==> src/rtl/style_color_pkg.sv <==
// Shared types for style_color_apply_unit: request kind, FSM state and the
// packed request-control struct carried through the optional request FIFO.
package style_color_pkg;

    typedef enum logic [1:0] {
        KIND_VALUE    = 2'd0,
        KIND_INHERIT  = 2'd1,
        KIND_INITIAL  = 2'd2,
        KIND_RESERVED = 2'd3
    } req_kind_t;

    typedef enum logic [1:0] {
        ST_IDLE    = 2'd0,
        ST_FETCH   = 2'd1,
        ST_RESOLVE = 2'd2,
        ST_WRITE   = 2'd3
    } state_t;

    typedef struct packed {
        req_kind_t kind;
        logic      is_ident;
        logic      apply_regular;
        logic      apply_visited;
        logic      is_link;
    } req_ctrl_t;

endpackage

==> src/rtl/style_color_apply_unit_fifo.sv <==
// style_color_req_fifo: parametrised synchronous request FIFO with full/empty;
// rdata shows the head entry, push while full is accepted when a pop happens too.
module style_color_req_fifo #(
    parameter int unsigned W     = 8,
    parameter int unsigned DEPTH = 4
) (
    input  logic         clk,
    input  logic         rst_n,
    input  logic         i_push,
    input  logic [W-1:0] i_wdata,
    input  logic         i_pop,
    output logic [W-1:0] o_rdata,
    output logic         o_full,
    output logic         o_empty
);
    localparam int unsigned AW = $clog2(DEPTH);

    logic [W-1:0]  r_mem [DEPTH];
    logic [AW-1:0] r_wptr;
    logic [AW-1:0] r_rptr;
    logic [AW:0]   r_count;
    logic          w_do_push;
    logic          w_do_pop;

    assign o_empty   = (r_count == '0);
    assign o_full    = (r_count == DEPTH[AW:0]);
    assign w_do_pop  = i_pop && !o_empty;
    assign w_do_push = i_push && (!o_full || w_do_pop);
    assign o_rdata   = r_mem[r_rptr];

    always_ff @(posedge clk) begin
        if (w_do_push) begin
            r_mem[r_wptr] <= i_wdata;
        end
    end

    always_ff @(posedge clk or negedge rst_n) begin
        if (!rst_n) begin
            r_wptr  <= '0;
            r_rptr  <= '0;
            r_count <= '0;
        end else begin
            if (w_do_push) r_wptr <= r_wptr + 1'b1;
            if (w_do_pop)  r_rptr <= r_rptr + 1'b1;
            case ({w_do_push, w_do_pop})
                2'b10:   r_count <= r_count + 1'b1;
                2'b01:   r_count <= r_count - 1'b1;
                default: r_count <= r_count;
            endcase
        end
    end

endmodule

==> src/rtl/style_color_apply_unit.sv <==
// Multi-property colour applier: IDLE -> FETCH -> RESOLVE -> WRITE per request.
// Define STYLE_COLOR_FIFO_EN to place a FIFO_DEPTH-entry request FIFO in front of the FSM.
module style_color_apply_unit
    import style_color_pkg::*;
#(
    parameter int unsigned          NUM_PROPS     = 8,
    parameter int unsigned          COLOR_W       = 32,
    parameter int unsigned          IDENT_W       = 10,
    parameter int unsigned          FIFO_DEPTH    = 4,
    parameter logic [COLOR_W-1:0]   INITIAL_COLOR = 32'h0000_00FF,
    localparam int unsigned         PW            = $clog2(NUM_PROPS)
) (
    input  logic               clk,
    input  logic               reset,
    input  logic               req_valid,
    output logic               req_ready,
    input  logic [PW-1:0]      req_prop,
    input  logic [1:0]         req_kind,
    input  logic               req_is_ident,
    input  logic [IDENT_W-1:0] req_ident,
    input  logic [COLOR_W-1:0] req_rgb,
    input  logic [COLOR_W-1:0] req_named_color,
    input  logic               req_apply_regular,
    input  logic               req_apply_visited,
    input  logic               req_is_link,
    input  logic [COLOR_W-1:0] doc_text_color,
    input  logic [COLOR_W-1:0] doc_link_color,
    input  logic [COLOR_W-1:0] doc_visited_link_color,
    input  logic [COLOR_W-1:0] doc_active_link_color,
    input  logic [IDENT_W-1:0] ident_currentcolor,
    input  logic [IDENT_W-1:0] ident_webkit_text,
    input  logic [IDENT_W-1:0] ident_webkit_link,
    input  logic [IDENT_W-1:0] ident_webkit_activelink,
    output logic               parent_rd_en,
    output logic [PW-1:0]      parent_rd_prop,
    input  logic [COLOR_W-1:0] parent_color,
    input  logic               parent_color_valid,
    input  logic [COLOR_W-1:0] parent_invalid_color,
    input  logic [PW-1:0]      rd_prop,
    output logic [COLOR_W-1:0] rd_color,
    output logic [COLOR_W-1:0] rd_visited_color,
    output logic               done,
    output logic               err
);
    localparam int unsigned CTRL_W       = $bits(req_ctrl_t);
    localparam int unsigned REQ_W        = PW + IDENT_W + 2 * COLOR_W + CTRL_W;
    localparam logic [PW:0] LP_NUM_PROPS = NUM_PROPS[PW:0];

    if (FIFO_DEPTH < 2 || (FIFO_DEPTH & (FIFO_DEPTH - 1)) != 0) begin : g_bad_depth
        $error("FIFO_DEPTH must be a power of two >= 2");
    end

    state_t             r_state;
    logic [PW-1:0]      r_prop;
    logic [IDENT_W-1:0] r_ident;
    logic [COLOR_W-1:0] r_rgb;
    logic [COLOR_W-1:0] r_named;
    req_ctrl_t          r_ctrl;
    logic [COLOR_W-1:0] r_cand_reg;
    logic [COLOR_W-1:0] r_cand_vis;
    logic               r_err;
    logic [COLOR_W-1:0] r_color  [NUM_PROPS];
    logic [COLOR_W-1:0] r_vcolor [NUM_PROPS];

    req_ctrl_t          w_live_ctrl;
    logic [REQ_W-1:0]   w_live_req;
    logic [REQ_W-1:0]   w_src_req;
    logic               w_take;
    logic [PW-1:0]      w_s_prop;
    logic [IDENT_W-1:0] w_s_ident;
    logic [COLOR_W-1:0] w_s_rgb;
    logic [COLOR_W-1:0] w_s_named;
    req_ctrl_t          w_s_ctrl;
    logic [COLOR_W-1:0] w_inh;
    logic [COLOR_W-1:0] w_cand_reg;
    logic [COLOR_W-1:0] w_cand_vis;
    logic               w_err;
    logic               w_rd_ok;

    always_comb begin
        w_live_ctrl               = '0;
        w_live_ctrl.kind          = req_kind_t'(req_kind);
        w_live_ctrl.is_ident      = req_is_ident;
        w_live_ctrl.apply_regular = req_apply_regular;
        w_live_ctrl.apply_visited = req_apply_visited;
        w_live_ctrl.is_link       = req_is_link;
    end

    assign w_live_req = {req_prop, req_ident, req_rgb, req_named_color, w_live_ctrl};

`ifdef STYLE_COLOR_FIFO_EN
    logic w_full;
    logic w_empty;

    style_color_req_fifo #(
        .W     (REQ_W),
        .DEPTH (FIFO_DEPTH)
    ) u_req_fifo (
        .clk     (clk),
        .rst_n   (reset),
        .i_push  (req_valid && req_ready),
        .i_wdata (w_live_req),
        .i_pop   (w_take),
        .o_rdata (w_src_req),
        .o_full  (w_full),
        .o_empty (w_empty)
    );

    assign w_take    = (r_state == ST_IDLE) && !w_empty;
    assign req_ready = reset && !w_full;
`else
    assign w_src_req = w_live_req;
    assign w_take    = (r_state == ST_IDLE) && req_valid;
    assign req_ready = reset && (r_state == ST_IDLE);
`endif

    assign {w_s_prop, w_s_ident, w_s_rgb, w_s_named, w_s_ctrl} = w_src_req;

    always_comb begin
        w_inh      = parent_color_valid ? parent_color : parent_invalid_color;
        w_cand_reg = '0;
        w_cand_vis = '0;
        w_err      = ({1'b0, r_prop} >= LP_NUM_PROPS) || (r_ctrl.kind == KIND_RESERVED);
        case (r_ctrl.kind)
            KIND_INHERIT: begin
                w_cand_reg = w_inh;
                w_cand_vis = w_inh;
            end
            KIND_INITIAL: begin
                w_cand_reg = INITIAL_COLOR;
                w_cand_vis = INITIAL_COLOR;
            end
            KIND_VALUE: begin
                if (!r_ctrl.is_ident) begin
                    w_cand_reg = r_rgb;
                end else if (r_ident == ident_currentcolor) begin
                    w_cand_reg = (r_prop == '0) ? w_inh : r_color[0];
                end else if (r_ident == ident_webkit_text) begin
                    w_cand_reg = doc_text_color;
                end else if (r_ident == ident_webkit_link) begin
                    w_cand_reg = doc_link_color;
                end else if (r_ident == ident_webkit_activelink) begin
                    w_cand_reg = doc_active_link_color;
                end else begin
                    w_cand_reg = r_named;
                end
                w_cand_vis = w_cand_reg;
                // Only the visited candidate distinguishes link elements for webkit-link.
                if (r_ctrl.is_ident && r_ident != ident_currentcolor && r_ident != ident_webkit_text &&
                    r_ident == ident_webkit_link && r_ctrl.is_link) begin
                    w_cand_vis = doc_visited_link_color;
                end
            end
            default: ;
        endcase
    end

    always_ff @(posedge clk or negedge reset) begin
        if (!reset) begin
            r_state    <= ST_IDLE;
            r_prop     <= '0;
            r_ident    <= '0;
            r_rgb      <= '0;
            r_named    <= '0;
            r_ctrl     <= '0;
            r_cand_reg <= '0;
            r_cand_vis <= '0;
            r_err      <= 1'b0;
        end else begin
            case (r_state)
                ST_IDLE: begin
                    if (w_take) begin
                        r_prop  <= w_s_prop;
                        r_ident <= w_s_ident;
                        r_rgb   <= w_s_rgb;
                        r_named <= w_s_named;
                        r_ctrl  <= w_s_ctrl;
                        r_state <= ST_FETCH;
                    end
                end
                ST_FETCH:   r_state <= ST_RESOLVE;
                ST_RESOLVE: begin
                    r_cand_reg <= w_cand_reg;
                    r_cand_vis <= w_cand_vis;
                    r_err      <= w_err;
                    r_state    <= ST_WRITE;
                end
                ST_WRITE:   r_state <= ST_IDLE;
                default:    r_state <= ST_IDLE;
            endcase
        end
    end

    always_ff @(posedge clk or negedge reset) begin
        if (!reset) begin
            for (int unsigned i = 0; i < NUM_PROPS; i++) begin
                r_color[i]  <= '0;
                r_vcolor[i] <= '0;
            end
        end else if (r_state == ST_WRITE && !r_err) begin
            if (r_ctrl.apply_regular) r_color[r_prop]  <= r_cand_reg;
            if (r_ctrl.apply_visited) r_vcolor[r_prop] <= r_cand_vis;
        end
    end

    assign parent_rd_en     = (r_state == ST_FETCH);
    assign parent_rd_prop   = r_prop;
    assign done             = (r_state == ST_WRITE);
    assign err              = done && r_err;
    assign w_rd_ok          = ({1'b0, rd_prop} < LP_NUM_PROPS);
    assign rd_color         = w_rd_ok ? r_color[rd_prop]  : '0;
    assign rd_visited_color = w_rd_ok ? r_vcolor[rd_prop] : '0;

endmodule

==> config.mk <==
export PLATFORM = sky130hd
export DESIGN_NAME = style_color_apply_unit
export DESIGN_NICKNAME = d
export VERILOG_FILES = /design/src/rtl/style_color_pkg.sv /design/src/rtl/style_color_apply_unit_fifo.sv /design/src/rtl/style_color_apply_unit.sv
export SDC_FILE = /design/constraint.sdc
export NUM_CORES = 1
export LEC_CHECK = 0
export CAP_MARGIN = 20
export CORE_UTILIZATION = 60
export CTS_CLUSTER_DIAMETER = 50
export CTS_CLUSTER_SIZE = 8
export DETAILED_ROUTE_END_ITERATION = 6
export HOLD_SLACK_MARGIN = 0.12
export PLACE_DENSITY = 0.89
export SKIP_CTS_REPAIR_TIMING = 1
export SYNTH_ARGS = -nofsm -noshare
export SYNTH_HDL_FRONTEND = slang
export SYNTH_SLANG_ARGS = --single-unit
==> constraint.sdc <==
create_clock -name clk -period 6.23 [get_ports clk]
set_clock_uncertainty 0.15 [all_clocks]
set_input_delay 1.5575 -clock clk [delete_from_list [all_inputs] [get_ports clk]]
set_output_delay 1.5575 -clock clk [all_outputs]
set_load 0.01 [all_outputs]
Yosys cells after proc, flatten, opt, wreduce, memory -nomap -nowiden --
Cells that the tools add are included.
Word-level totals: logic and storage cells 85, bits in registers 662, input bits 322, output and inout bits 71
Cells by class: eq/ne operators 13, bitwise operators 2, order comparisons 3, multiplexer cells 22, reductions and logical operators 16
Operator list (count):
- bitwise mux 256 bit | 2
- two-way mux 32 bit | 13
- binary-select mux 32 bit (select 3 bit) | 2
- one-hot mux 32 bit (3 select lines) | 2
- demux 32 bit (select 3 bit) | 1
- equality test 10 bit | 4
- != test 10 bit | 2
- logical AND 1 bit | 9
- equality test 2 bit (second input constant) | 4
- >= comparator 4 bit (second input constant) | 2
- NOT 3 -> 4 bit | 2
- one-hot mux 2 bit (4 select lines) | 1
- AND reduction 2 bit | 3
- equality test 2 x 1 -> 1 bit (second input constant) | 2
- zero test 2 bit | 2
- < comparator 4 x 1 -> 1 bit (second input constant) | 1
- zero test 3 bit | 1
- two-way mux 2 bit | 1
- != test 2 bit (second input constant) | 1
- zero test 1 bit | 1

Longest topological paths before layout --
depth after elaboration 8, mapped depth 11, gate-level depth less buffers 8

Worst setup path before layout --
No wires, ideal clock.
path kind input port to output port, start input port rd_prop[0], end output port rd_color[11], data required time 4.523 ns, arrival 3.216 ns, setup slack 1.306 ns, cell stages on the path 4, path buffers 2, path through buf_2 -> buf_1 -> mux4_2 -> mux2_2
On the way: cells in the longest elaborated chain, start to end 4
RTL lines:
- start: declaration | line style_color_apply_unit.sv:39 | input logic [PW-1:0] rd_prop,
- NOT 3 -> 4 bit (implied by the code) | line style_color_apply_unit.sv:211 | assign rd_color = w_rd_ok ? r_color[rd_prop] : '0;
- binary-select mux 32 bit (select 3 bit) | line style_color_apply_unit.sv:211
- two-way mux 32 bit (implied by the code) (2 in series) | line style_color_apply_unit.sv:211
- end: declaration | line style_color_apply_unit.sv:40 | output logic [COLOR_W-1:0] rd_color,
Every way passes these cells. The select of a mux whose other input is x is not followed.

Final worst setup path --
start input port rd_prop[1], end output port rd_color[30]
Same word-level chain as after synthesis.

==> flow_summary_export.csv <==
group,metric,value,unit
synth,synthArstFlopShare,100,%
synth,seq_area_frac_synth,51.7,%
detailed_routing,ant_nets,0,
grt,grt_pass1_wl,156000,µm
layout,nets,3048,
clock_network,htreeDepth,3,
worst_setup_path,critPathKind,"in -> out",
placed_design,numPortBuffers,392,
worst_setup_path,crit_path_end_kind,"output pin",
timing,period_minus_slack,5370,ps
layout,fin_cells,3425,
floorplan,initial_core_util,60.9,%
worst_hold_path,hold_path.class,"reg -> reg",
worst_hold_path,hold_end,"r_vcolor[254]$_DFFE_PN0P_",
placed_design,dp_hpwl,69500,µm
power,p_sw_share,34.4,%
worst_hold_path,whs_path_depth,1,
placed_design,gp_congestion,0.931,
power,pwr_density_cell,451,nW/µm²
worst_setup_path,crit_arrival,3660,ps
synth,yosysWarnings,0,
detailed_routing,drt_iter0_markers,2563,
worst_setup_path,ff2ff_setup_slack,2600,ps
synth,yosysUniqueCellTypes,64,
worst_setup_path,r2r_cells,10,
layout,drive_gt1_share,35.1,%
clock_network,numClockSinks,662,
floorplan,die_x,233,µm
synth,synthesis.nets,2686,
status,status,"complete, but fails checks",
grt,grt_max_degree,196,
grt,antenna_found_initial,10,
power,p_switching,6.10,mW
worst_setup_path,r2r_start,"r_state[0]$_DFFE_PN0P_",
power,seqPwrFrac,42.0,%
floorplan,pin_count,393,
floorplan,die_h,233,µm
clock_network,cts_tree,"built",
worst_hold_path,hp-start,"r_vcolor[254]$_DFFE_PN0P_",
synth,synth_edf_count,0,
timing,timing.hold.ws,337,ps
detailed_routing,routed_wirelength,105000,µm
worst_setup_path,r2r_end,"r_cand_vis[11]$_DFFE_PN0P_",
grt,overflow,0,
floorplan,die-area,54300,µm²
timing,hold_violations,0,
placed_design,dp.cells,3311,
detailed_routing,drc_errors,4,
detailed_routing,vias,23400,
timing,timing.slew.headroom,25.6,%
worst_setup_path,critPathLaunchType,"input port",
layout,top_regs,"r_color (256), r_vcolor (256)",
timing,slew_violations,0,
timing,fin_crit_sh,86.1,%
synth,netlist_area,32000,µm²
clock_network,cts.clk_slew.worst_paths,50,ps
timing,finalSetupViolations,0,
detailed_routing,wl_per_cell,30.5,µm
worst_setup_path,worstPathRequired,4520,ps
clock_network,worstSkewPairLatency,630,ps
detailed_routing,firstDrtPassIters,7,
flow_run,max_cap_viol_count,0,
power,p_leak,17.5,nW
timing,max_freq,0.186,GHz
timing,setup-tns-final,0,ps
status,violations,"design-rule violations",
power,ir_drop,0.277,mV
synth,synth_cells,2359,
timing,rsz0062_at_grt,"no",
floorplan,core_area,52700,µm²
clock_network,clock_path_buffers,3,
layout,nFillCells,3103,
layout,fin_util,74.5,%
synth,ys_ff_latch,662,
power,finalPower,17.7,mW
timing,tightest_slew,1120,ps
synth,synthFlopType,"dfrtp_1",
grt,grt_usage,39.4,%
power,p_int,11.6,mW
clock_network,cts_made_buffers,95,
synth,avgSynthCellArea,13.6,µm²
worst_setup_path,worst-path-max-fanout,56,
power,clkPwrFrac,26.1,%
layout,area_growth,22.5,%
detailed_routing,viasPerCell,6.83,
clock_network,root_buffer,"clkbuf_16",
power,pwr-share-comb,31.9,%
floorplan,rows,84,
grt,grt_pass1_vias,24900,
[power by group through the flow]
stage | clock network, mW | logic (mW) | registers [mW]
after global placement | 0 | 5.25 | 7.20
after floorplan | 0 | 3.83 | 6.63
after detailed placement | 0 | 5.48 | 7.36
final | 4.62 | 5.65 | 7.44
after global routing | 4.82 | 5.99 | 7.57
after CTS | 4.64 | 5.57 | 7.36
[area by class of cell]
class                   count  area [µm²]  share of cell area (%)
diodes                      1        2.50                 0.00638
clock buffers             104        2490                    6.36
clock inverters             8        82.6                   0.210
well taps                 688         861                    2.19
multi-input cells        1503       14700                    37.6
repair buffers            447        4440                    11.3
flip-flops and latches    662       16600                    42.2
inverters                  12        45.0                   0.115
[through the flow]
step | cell area [µm²] | worst slack [ps]
5_1_grt | 39200 | 839
3_5_place_dp | 36600 | 922
2_1_floorplan | 32000 | 1310
6_report | 39200 | 863
3_3_place_gp | 36600 | 966
4_1_cts | 39200 | 904
[critical path, cell delays in order]
cell and delay (ps):
buf_4 420, buf_12 370, mux4_2 370, mux2_2 350, clkdlybuf4s50_1 510
[synth_stat cells (25+ instances only)]
cell      number  area share (%)
a21oi_1       70             1.1
buf_1         33            0.39
clkbuf_1     118             1.4
dfrtp_1      662              52
mux2_2       634              22
mux2i_1       51             1.6
mux4_2       128             9.0
nand2_1       97             1.1
nor2_1       107             1.3
o211ai_1      25            0.59
o21ai_0       63            0.98
o21ai_1       27            0.42
xnor2_1       26            0.71
[how the worst max path moves through the flow]
stage | slack (ps) | startpoint | end
floorplan | 1310 | rd_prop[0] | rd_color[11]
global placement | 970 | rd_prop[1] | rd_visited_color[30]
detailed placement | 920 | rd_prop[1] | rd_visited_color[21]
CTS | 900 | rd_prop[1] | rd_visited_color[21]
global route | 840 | rd_prop[0] | rd_color[30]
finish | 860 | rd_prop[1] | rd_color[30]
[placed cells by master (no fill, tap or decap), drive strengths merged, types with 3 or more instances in the layout]
cell type        n
mux2i           51
a21o            15
nor2           107
o22ai            6
mux4           128
o221ai           6
xor2            12
mux2           644
o2111ai         13
nand4           18
nor2b            5
a211o           16
a211oi           4
or3              5
o31ai           15
a311oi          17
nand2b          19
nor3             8
a222oi          13
a31oi           15
and2             4
nor4            15
clkbuf         105
xnor2           28
nand2           98
a22o             3
buf             59
dfrtp          662
ha               5
o21a             3
clkdlybuf4s50  387
inv             16
a21oi           70
o22a             3
o211ai          25
o21ai           90
nand3           21
[cells by family after synthesis]
logic type               share of synthesized area (%)
AO/OA/AOI/OAI                                     6.71
buffers and inverters                             2.53
adder cells (fa/ha/maj)                          0.195
flip-flops                                        51.7
AND/OR/NAND/NOR                                   4.50
XOR/XNOR                                          1.14
multiplexers                                      33.2
[per-layer routing]
| metal | GRT usage, % | share of wire, % |
|---|---|---|
| met5 | 0 | 0.089 |
| met4 | 24.4 | 6.8 |
| met3 | 10.8 | 9.6 |
| met2 | 63.1 | 48 |
| met1 | 47.4 | 36 |
No activity file was read; power rests on OpenSTA's default activity.
